<file path="config.mk">
export PLATFORM = sky130hd
export DESIGN_NAME = pwm_capture
export DESIGN_NICKNAME = d
export VERILOG_FILES = /design/src/rtl/pwm_pkg.sv /design/src/rtl/pwm_div.sv /design/src/rtl/pwm_capture.sv
export SDC_FILE = /design/constraint.sdc
export NUM_CORES = 1
export LEC_CHECK = 0
export CORE_MARGIN = 1.5
export CORE_UTILIZATION = 60
export DETAILED_ROUTE_END_ITERATION = 8
export PLACE_DENSITY = 0.75
export SLEW_MARGIN = 10
export SYNTH_ARGS = -nofsm -noshare
export SYNTH_HDL_FRONTEND = slang
export SYNTH_SLANG_ARGS = --single-unit
</file>
<file path="constraint.sdc">
create_clock -name clk -period 6 [get_ports clk]
set_input_delay 0.6 -clock clk [delete_from_list [all_inputs] [get_ports clk]]
set_output_delay 0.6 -clock clk [all_outputs]
set_load 0.02 [all_outputs]
</file>
<file path="src/rtl/pwm_pkg.sv">
// Shared types and constants for the PWM capture block and its divider.
package pwm_pkg;
  typedef enum logic [1:0] {
    SEEK = 2'd0,
    HIGH = 2'd1,
    LOW  = 2'd2
  } state_t;

  localparam int DUTY_W    = 7;
  localparam int PCT_SCALE = 100;
endpackage

</file>
<file path="src/rtl/pwm_div.sv">
// Iterative restoring divider: one quotient bit per cycle, NUM_W cycles per division.
// Only the low DUTY_W quotient bits are exported; the caller guarantees the result fits.
module pwm_div
  import pwm_pkg::*;
#(
  parameter int NUM_W = 23,
  parameter int DEN_W = 16
) (
  input  logic              clk,
  input  logic              rst_n,
  input  logic              start,
  input  logic              abort,
  input  logic [NUM_W-1:0]  num,
  input  logic [DEN_W-1:0]  den,
  output logic              busy,
  output logic              done,
  output logic [DUTY_W-1:0] quot
);
  localparam int STEP_W = $clog2(NUM_W + 1);

  logic [NUM_W-1:0]  q;
  logic [DEN_W-1:0]  rem;
  logic [DEN_W-1:0]  dvs;
  logic [STEP_W-1:0] steps;
  logic [DEN_W:0]    rem_sh;
  logic [DEN_W:0]    diff;
  logic              fits;

  // rem < dvs always holds, so the sign of the trial difference is the borrow
  always_comb begin
    rem_sh = {rem, q[NUM_W-1]};
    diff   = rem_sh - {1'b0, dvs};
    fits   = ~diff[DEN_W];
  end

  always_ff @(posedge clk or negedge rst_n) begin
    if (!rst_n) begin
      q     <= '0;
      rem   <= '0;
      dvs   <= '0;
      steps <= '0;
      busy  <= 1'b0;
      done  <= 1'b0;
    end else begin
      done <= 1'b0;
      if (abort) begin
        busy <= 1'b0;
      end else if (start && !busy) begin
        q     <= num;
        rem   <= '0;
        dvs   <= den;
        steps <= STEP_W'(NUM_W);
        busy  <= 1'b1;
      end else if (busy) begin
        q     <= {q[NUM_W-2:0], fits};
        rem   <= fits ? diff[DEN_W-1:0] : rem_sh[DEN_W-1:0];
        steps <= steps - 1'b1;
        if (steps == STEP_W'(1)) begin
          busy <= 1'b0;
          done <= 1'b1;
        end
      end
    end
  end

  assign quot = q[DUTY_W-1:0];
endmodule

</file>
<file path="src/rtl/pwm_capture.sv">
// PWM input capture: high time, period and duty percentage per completed period, plus stuck-line detect.
// Define PWM_CAPTURE_GLITCH_FILTER_EN to insert a 3-tap majority filter after the synchronizer.
module pwm_capture
  import pwm_pkg::*;
#(
  parameter int CNT_W   = 16,
  parameter int TIMEOUT = 1000
) (
  input  logic              clk,
  input  logic              rst_n,
  input  logic              pwm_in,
  output logic [CNT_W-1:0]  high_cnt,
  output logic [CNT_W-1:0]  period_cnt,
  output logic              meas_valid,
  output logic [DUTY_W-1:0] duty_pct,
  output logic              duty_valid,
  output logic              stuck,
  output logic              overrun
);
  localparam int NUM_W = CNT_W + DUTY_W;

  function automatic logic [CNT_W-1:0] sat_inc(input logic [CNT_W-1:0] v);
    return (&v) ? v : v + 1'b1;
  endfunction

  logic rst_p0, rst_p1, rst_int_n;
  logic sync_p0, sync_p1, lvl, lvl_dly;
  logic rise, fall, edge_any, timeout_hit;
  state_t state;
  logic [CNT_W-1:0]  hcnt, pcnt, idle;
  logic              div_start, div_busy, div_done;
  logic [NUM_W-1:0]  div_num;
  logic [DUTY_W-1:0] div_quot;

  // Reset: asynchronous assert, release aligned to clk
  always_ff @(posedge clk or negedge rst_n) begin
    if (!rst_n) {rst_p1, rst_p0} <= 2'b00;
    else        {rst_p1, rst_p0} <= {rst_p0, 1'b1};
  end
  assign rst_int_n = rst_p1;

  // Stages p0/p1: metastability synchronizer
  always_ff @(posedge clk or negedge rst_int_n) begin
    if (!rst_int_n) begin
      sync_p0 <= 1'b0;
      sync_p1 <= 1'b0;
    end else begin
      sync_p0 <= pwm_in;
      sync_p1 <= sync_p0;
    end
  end

`ifdef PWM_CAPTURE_GLITCH_FILTER_EN
  function automatic logic maj3(input logic a, input logic b, input logic c);
    return (a & b) | (a & c) | (b & c);
  endfunction

  logic tap_p2, tap_p3, filt_p4;

  // Stages p2..p4: majority vote over three samples drops 1-cycle glitches
  always_ff @(posedge clk or negedge rst_int_n) begin
    if (!rst_int_n) begin
      tap_p2  <= 1'b0;
      tap_p3  <= 1'b0;
      filt_p4 <= 1'b0;
    end else begin
      tap_p2  <= sync_p1;
      tap_p3  <= tap_p2;
      filt_p4 <= maj3(sync_p1, tap_p2, tap_p3);
    end
  end
  assign lvl = filt_p4;
`else
  assign lvl = sync_p1;
`endif

  always_ff @(posedge clk or negedge rst_int_n) begin
    if (!rst_int_n) lvl_dly <= 1'b0;
    else            lvl_dly <= lvl;
  end

  assign rise        = lvl & ~lvl_dly;
  assign fall        = ~lvl & lvl_dly;
  assign edge_any    = rise | fall;
  assign timeout_hit = !edge_any && (idle == CNT_W'(TIMEOUT - 1));
  assign div_start   = (state == LOW) && rise;
  assign div_num     = NUM_W'(hcnt) * NUM_W'(PCT_SCALE);

  pwm_div #(
    .NUM_W (NUM_W),
    .DEN_W (CNT_W)
  ) u_div (
    .clk   (clk),
    .rst_n (rst_int_n),
    .start (div_start),
    .abort (timeout_hit),
    .num   (div_num),
    .den   (pcnt),
    .busy  (div_busy),
    .done  (div_done),
    .quot  (div_quot)
  );

  always_ff @(posedge clk or negedge rst_int_n) begin
    if (!rst_int_n) begin
      state      <= SEEK;
      hcnt       <= '0;
      pcnt       <= '0;
      idle       <= '0;
      high_cnt   <= '0;
      period_cnt <= '0;
      meas_valid <= 1'b0;
      duty_pct   <= '0;
      duty_valid <= 1'b0;
      stuck      <= 1'b0;
      overrun    <= 1'b0;
    end else begin
      meas_valid <= 1'b0;
      duty_valid <= 1'b0;
      overrun    <= 1'b0;

      if (edge_any) begin
        idle  <= '0;
        stuck <= 1'b0;
      end else if (idle != CNT_W'(TIMEOUT)) begin
        idle <= idle + 1'b1;
      end

      if (div_done) begin
        duty_pct   <= div_quot;
        duty_valid <= 1'b1;
      end

      case (state)
        SEEK: begin
          if (rise) begin
            hcnt  <= CNT_W'(1);
            pcnt  <= CNT_W'(1);
            state <= HIGH;
          end
        end
        HIGH: begin
          pcnt <= sat_inc(pcnt);
          if (fall) state <= LOW;
          else      hcnt  <= sat_inc(hcnt);
        end
        LOW: begin
          if (rise) begin
            // A period that closes while the divider is still working is dropped whole
            if (div_busy) begin
              overrun <= 1'b1;
            end else begin
              high_cnt   <= hcnt;
              period_cnt <= pcnt;
              meas_valid <= 1'b1;
            end
            hcnt  <= CNT_W'(1);
            pcnt  <= CNT_W'(1);
            state <= HIGH;
          end else begin
            pcnt <= sat_inc(pcnt);
          end
        end
        default: state <= SEEK;
      endcase

      // A stuck line overrides any divider result landing in the same cycle
      if (timeout_hit) begin
        stuck      <= 1'b1;
        duty_pct   <= lvl ? DUTY_W'(PCT_SCALE) : '0;
        duty_valid <= 1'b1;
        high_cnt   <= '0;
        period_cnt <= '0;
        state      <= SEEK;
      end
    end
  end
endmodule
</file>
==> impl_metrics.json <==
{
  "path_cells": "ha_1, ha_1, inv_1, fa_1, inv_1, ha_1, inv_1, o31ai_1, a2bb2oi_1, a32oi_1, mux2i_1, o22ai_1",
  "vias": 7480,
  "synth_cell_types": 60,
  "htree_levels": 4,
  "hold_violations": 0,
  "violations": "design-rule violations",
  "relSlewSlack": 0.164,
  "crit_arrival_ps": 3790,
  "start_util": 0.610,
  "clock_skew_ps": 8.69,
  "num_antenna_cells": 0,
  "cts_hold_buffers": 0,
  "port_buffers": 45,
  "crit_slowest_cell": "fa_1",
  "die_h_microns": 129,
  "synthXorXnorAreaFrac": 0.0485,
  "grt_max_degree": 60,
  "clkTransAtPathRegs_ps": 60,
  "grt_pass1_vias": 7183,
  "synth-simple-area-share": 0.147,
  "regArea_sq_um": 4010,
  "multi_input_area_sq_um": 5080,
  "dieArea_sq_um": 16700,
  "setup-tns-final_ps": 0,
  "final_antenna_net_count": 0,
  "p_clk_frac": 0.260,
  "routedWlPerCell_microns": 16.4,
  "synth_nets": 1115,
  "drt_pass1_iterations": 7,
  "syn_area_sq_um": 9580,
  "grt_use_total": 0.266,
  "hold_slack_ps": 317,
  "fmaxAchievable_mhz": 286,
  "post-route-period-util": 0.584,
  "grt_pass1_wl_microns": 34900,
  "cts_max_path_buffers": 2,
  "worst_slew_pin_slew_ps": 1250,
  "setup_viol": 0,
  "switchingPower_mw": 1.74,
  "layout.nets": 1143,
  "dp.cells": 1245,
  "drt_iter0_markers": 477,
  "rrSetupSlack_ps": 2500,
  "use_met1": 0.349,
  "synthArstFlopShare": 1.00,
  "path_max_fanout": 6,
  "grt_busiest_layer": "met2",
  "cts_sinks": 160,
  "synth_edf_count": 0,
  "die_w_microns": 129,
  "rows": 46,
  "combPwrFrac": 0.403,
  "power_frac_seq": 0.336,
  "end_kind": "register",
  "ys_ff_latch": 160,
  "fin_total_pwr_mw": 4.57,
  "fin_area_sq_um": 10800,
  "finalCriticalPeriod_ps": 3500,
  "status": "finished, violations left",
  "synth-seq-area-share": 0.418,
  "swShare": 0.380,
  "timing.rr.end": "u_div.q[21]$_DFFE_PN0P_",
  "cts_setup_buffers": 0,
  "synthCells": 1020,
  "cpPeakStageDelay_ps": 500,
  "rsz0062_at_grt": "false",
  "r2r_start": "hcnt[3]$_DFFE_PN0P_",
  "synth_top_family_by_area": "compound AO/OA/AOI/OAI gates",
  "vdd_drop_max_mv": 0.246,
  "synthMuxAreaShare": 0.0428,
  "core_sq_um": 15700,
  "critPathLaunchType": "register",
  "dp_hpwl_microns": 14500,
  "syn_area_per_cell_sq_um": 9.39,
  "rr_worst_depth": 12,
  "stdcell_count": 1277,
  "powerDensity_nw_per_um2": 423,
  "cts_tree": "done",
  "cts_made_buffers": 17,
  "synth-compound-area-share": 0.160,
  "drt-vias-per-instance": 5.86,
  "place_area_sq_um": 10200,
  "layout-drive-gt1-share": 0.0613,
  "io_pins": 46,
  "cap_violations": 0,
  "remaining_drc_errors": 1,
  "grt_use_met2": 0.444,
  "synth-adder-area-share": 0.130,
  "synth-main-ff-cell": "dfrtp_1",
  "leakagePower_nw": 5.05,
  "power.internal_mw": 2.83,
  "critPathRequiredTime_ps": 6290,
  "clk_latency_ps": 440,
  "grt-ovfl-total": 0,
  "nFillCells": 1267,
  "hold_class": "in -> async",
  "yosysWarningCount": 0,
  "critical_path_class": "reg -> reg",
  "grtUsageMet3": 0.0553,
  "wirelength_microns": 21000,
  "gp_congestion": 0.839,
  "cts_resized": 0,
  "syn_to_final_growth_pct": 12.8,
  "antenna_found_initial": 0,
  "root_buffer": "clkbuf_16",
  "drv_slew": 0
}
-- flip-flops by register name, indices dropped and copies added, names as in the netlist, 5 cells and up --
signal       cells
duty_pct         7
u_div.steps      5
idle            16
u_div.q         23
high_cnt        16
period_cnt      16
u_div.rem       16
pcnt            16
u_div.dvs       16
hcnt            16
-- cell usage after synthesis, types with 9 or more instances --
cell,instances,share of area
a21o_1,12,0.0094
a21oi_1,80,0.042
a22oi_1,19,0.015
and2_1,17,0.011
clkbuf_1,19,0.0074
dfrtp_1,160,0.42
fa_1,12,0.025
ha_1,80,0.10
inv_1,79,0.031
mux2_2,16,0.019
mux2i_1,23,0.024
nand2_1,139,0.054
nand2b_1,10,0.0065
nand3_1,28,0.015
nand4_1,11,0.0072
nor2_1,59,0.023
nor3_1,9,0.0047
o21ai_0,44,0.023
o21ai_1,15,0.0078
xnor2_1,39,0.036
xor2_1,14,0.013
-- worst max-delay path by stage --
| stage | slack, ps | cells past startpoint | to | startpoint |
|---|---|---|---|---|
| final | 2500 | 12 | u_div.q[21]$_DFFE_PN0P_ | hcnt[3]$_DFFE_PN0P_ |
| after global routing | 2350 | 11 | u_div.q[20]$_DFFE_PN0P_ | hcnt[3]$_DFFE_PN0P_ |
| after CTS | 2560 | 12 | u_div.q[21]$_DFFE_PN0P_ | hcnt[3]$_DFFE_PN0P_ |
| after detailed placement | 2580 | 12 | u_div.q[21]$_DFFE_PN0P_ | hcnt[3]$_DFFE_PN0P_ |
| after global placement | 2690 | 12 | u_div.q[21]$_DFFE_PN0P_ | hcnt[8]$_DFFE_PN0P_ |
| after floorplan | 1210 | 0 | duty_pct[0]$_DFFE_PN0P_ | rst_int_n$_DFF_PN0_ |
-- area by class of cell --
class,count,share of cell area
multi-input cells,738,0.470
flip-flops and latches,160,0.371
repair buffers,51,0.0459
clock buffers,21,0.0436
inverters,80,0.0278
well taps,216,0.0250
clock inverters,11,0.0166
-- power groups by stage --
stage	Clock (mW)	Combinational [mW]	Sequential, mW
after floorplan	0	1.41	1.53
after CTS	1.20	1.84	1.53
after global routing	1.25	2.06	1.57
after global placement	0	1.77	1.54
after detailed placement	0	1.81	1.55
final	1.19	1.84	1.54
-- placed cells by master, fill, tap and decap left out, types with 8 or more instances in the layout --
| master | instances |
|---|---|
| dfrtp_1 | 159 |
| nand2_1 | 139 |
| a21oi_1 | 80 |
| ha_1 | 80 |
| inv_1 | 79 |
| nor2_1 | 59 |
| clkdlybuf4s50_1 | 45 |
| o21ai_0 | 44 |
| xnor2_1 | 39 |
| nand3_1 | 28 |
| mux2i_1 | 23 |
| a22oi_1 | 19 |
| and2_1 | 17 |
| clkbuf_16 | 17 |
| mux2_2 | 16 |
| xor2_1 | 14 |
| o21ai_1 | 14 |
| a21o_1 | 12 |
| fa_1 | 12 |
| nand4_1 | 11 |
| nand2b_1 | 10 |
| nor3_1 | 8 |
| and3_1 | 8 |
| o21a_1 | 8 |
| a31oi_1 | 8 |
| o41ai_1 | 8 |
-- critical path: cells and delay by family, from the launching register on --
kind	cells	cell delay [ps]
AO/OA/AOI/OAI	4	1130
adder cells (fa/ha/maj)	4	1430
buffers and inverters	3	180
flip-flops	1	450
multiplexers	1	180
-- routing by layer --
layer,wire [microns],up-vias
li1,-,3605
met1,9390,3672
met5,0,-
met2,10500,162
met3,718,41
met4,389,0
-- per-stage QoR --
step | util | setup slack (ps)
4_1_cts | 0.687 | 2560
3_5_place_dp | 0.646 | 2580
2_1_floorplan | - | 1210
3_3_place_gp | 0.646 | 2690
5_1_grt | 0.687 | 2350
6_report | 0.687 | 2500
-- kinds of logic (layout without fill, tap and decap cells) --
group / count (synthesis) / count (layout)
simple gates: 308 / 308
xor+xnor: 53 / 53
mux: 39 / 39
other cells: 1 / 1
buf+inv: 122 / 163
flops: 160 / 160
fa+ha+maj: 92 / 92
compound gates: 245 / 245
Note: power is estimated with default switching activity, not from simulation.
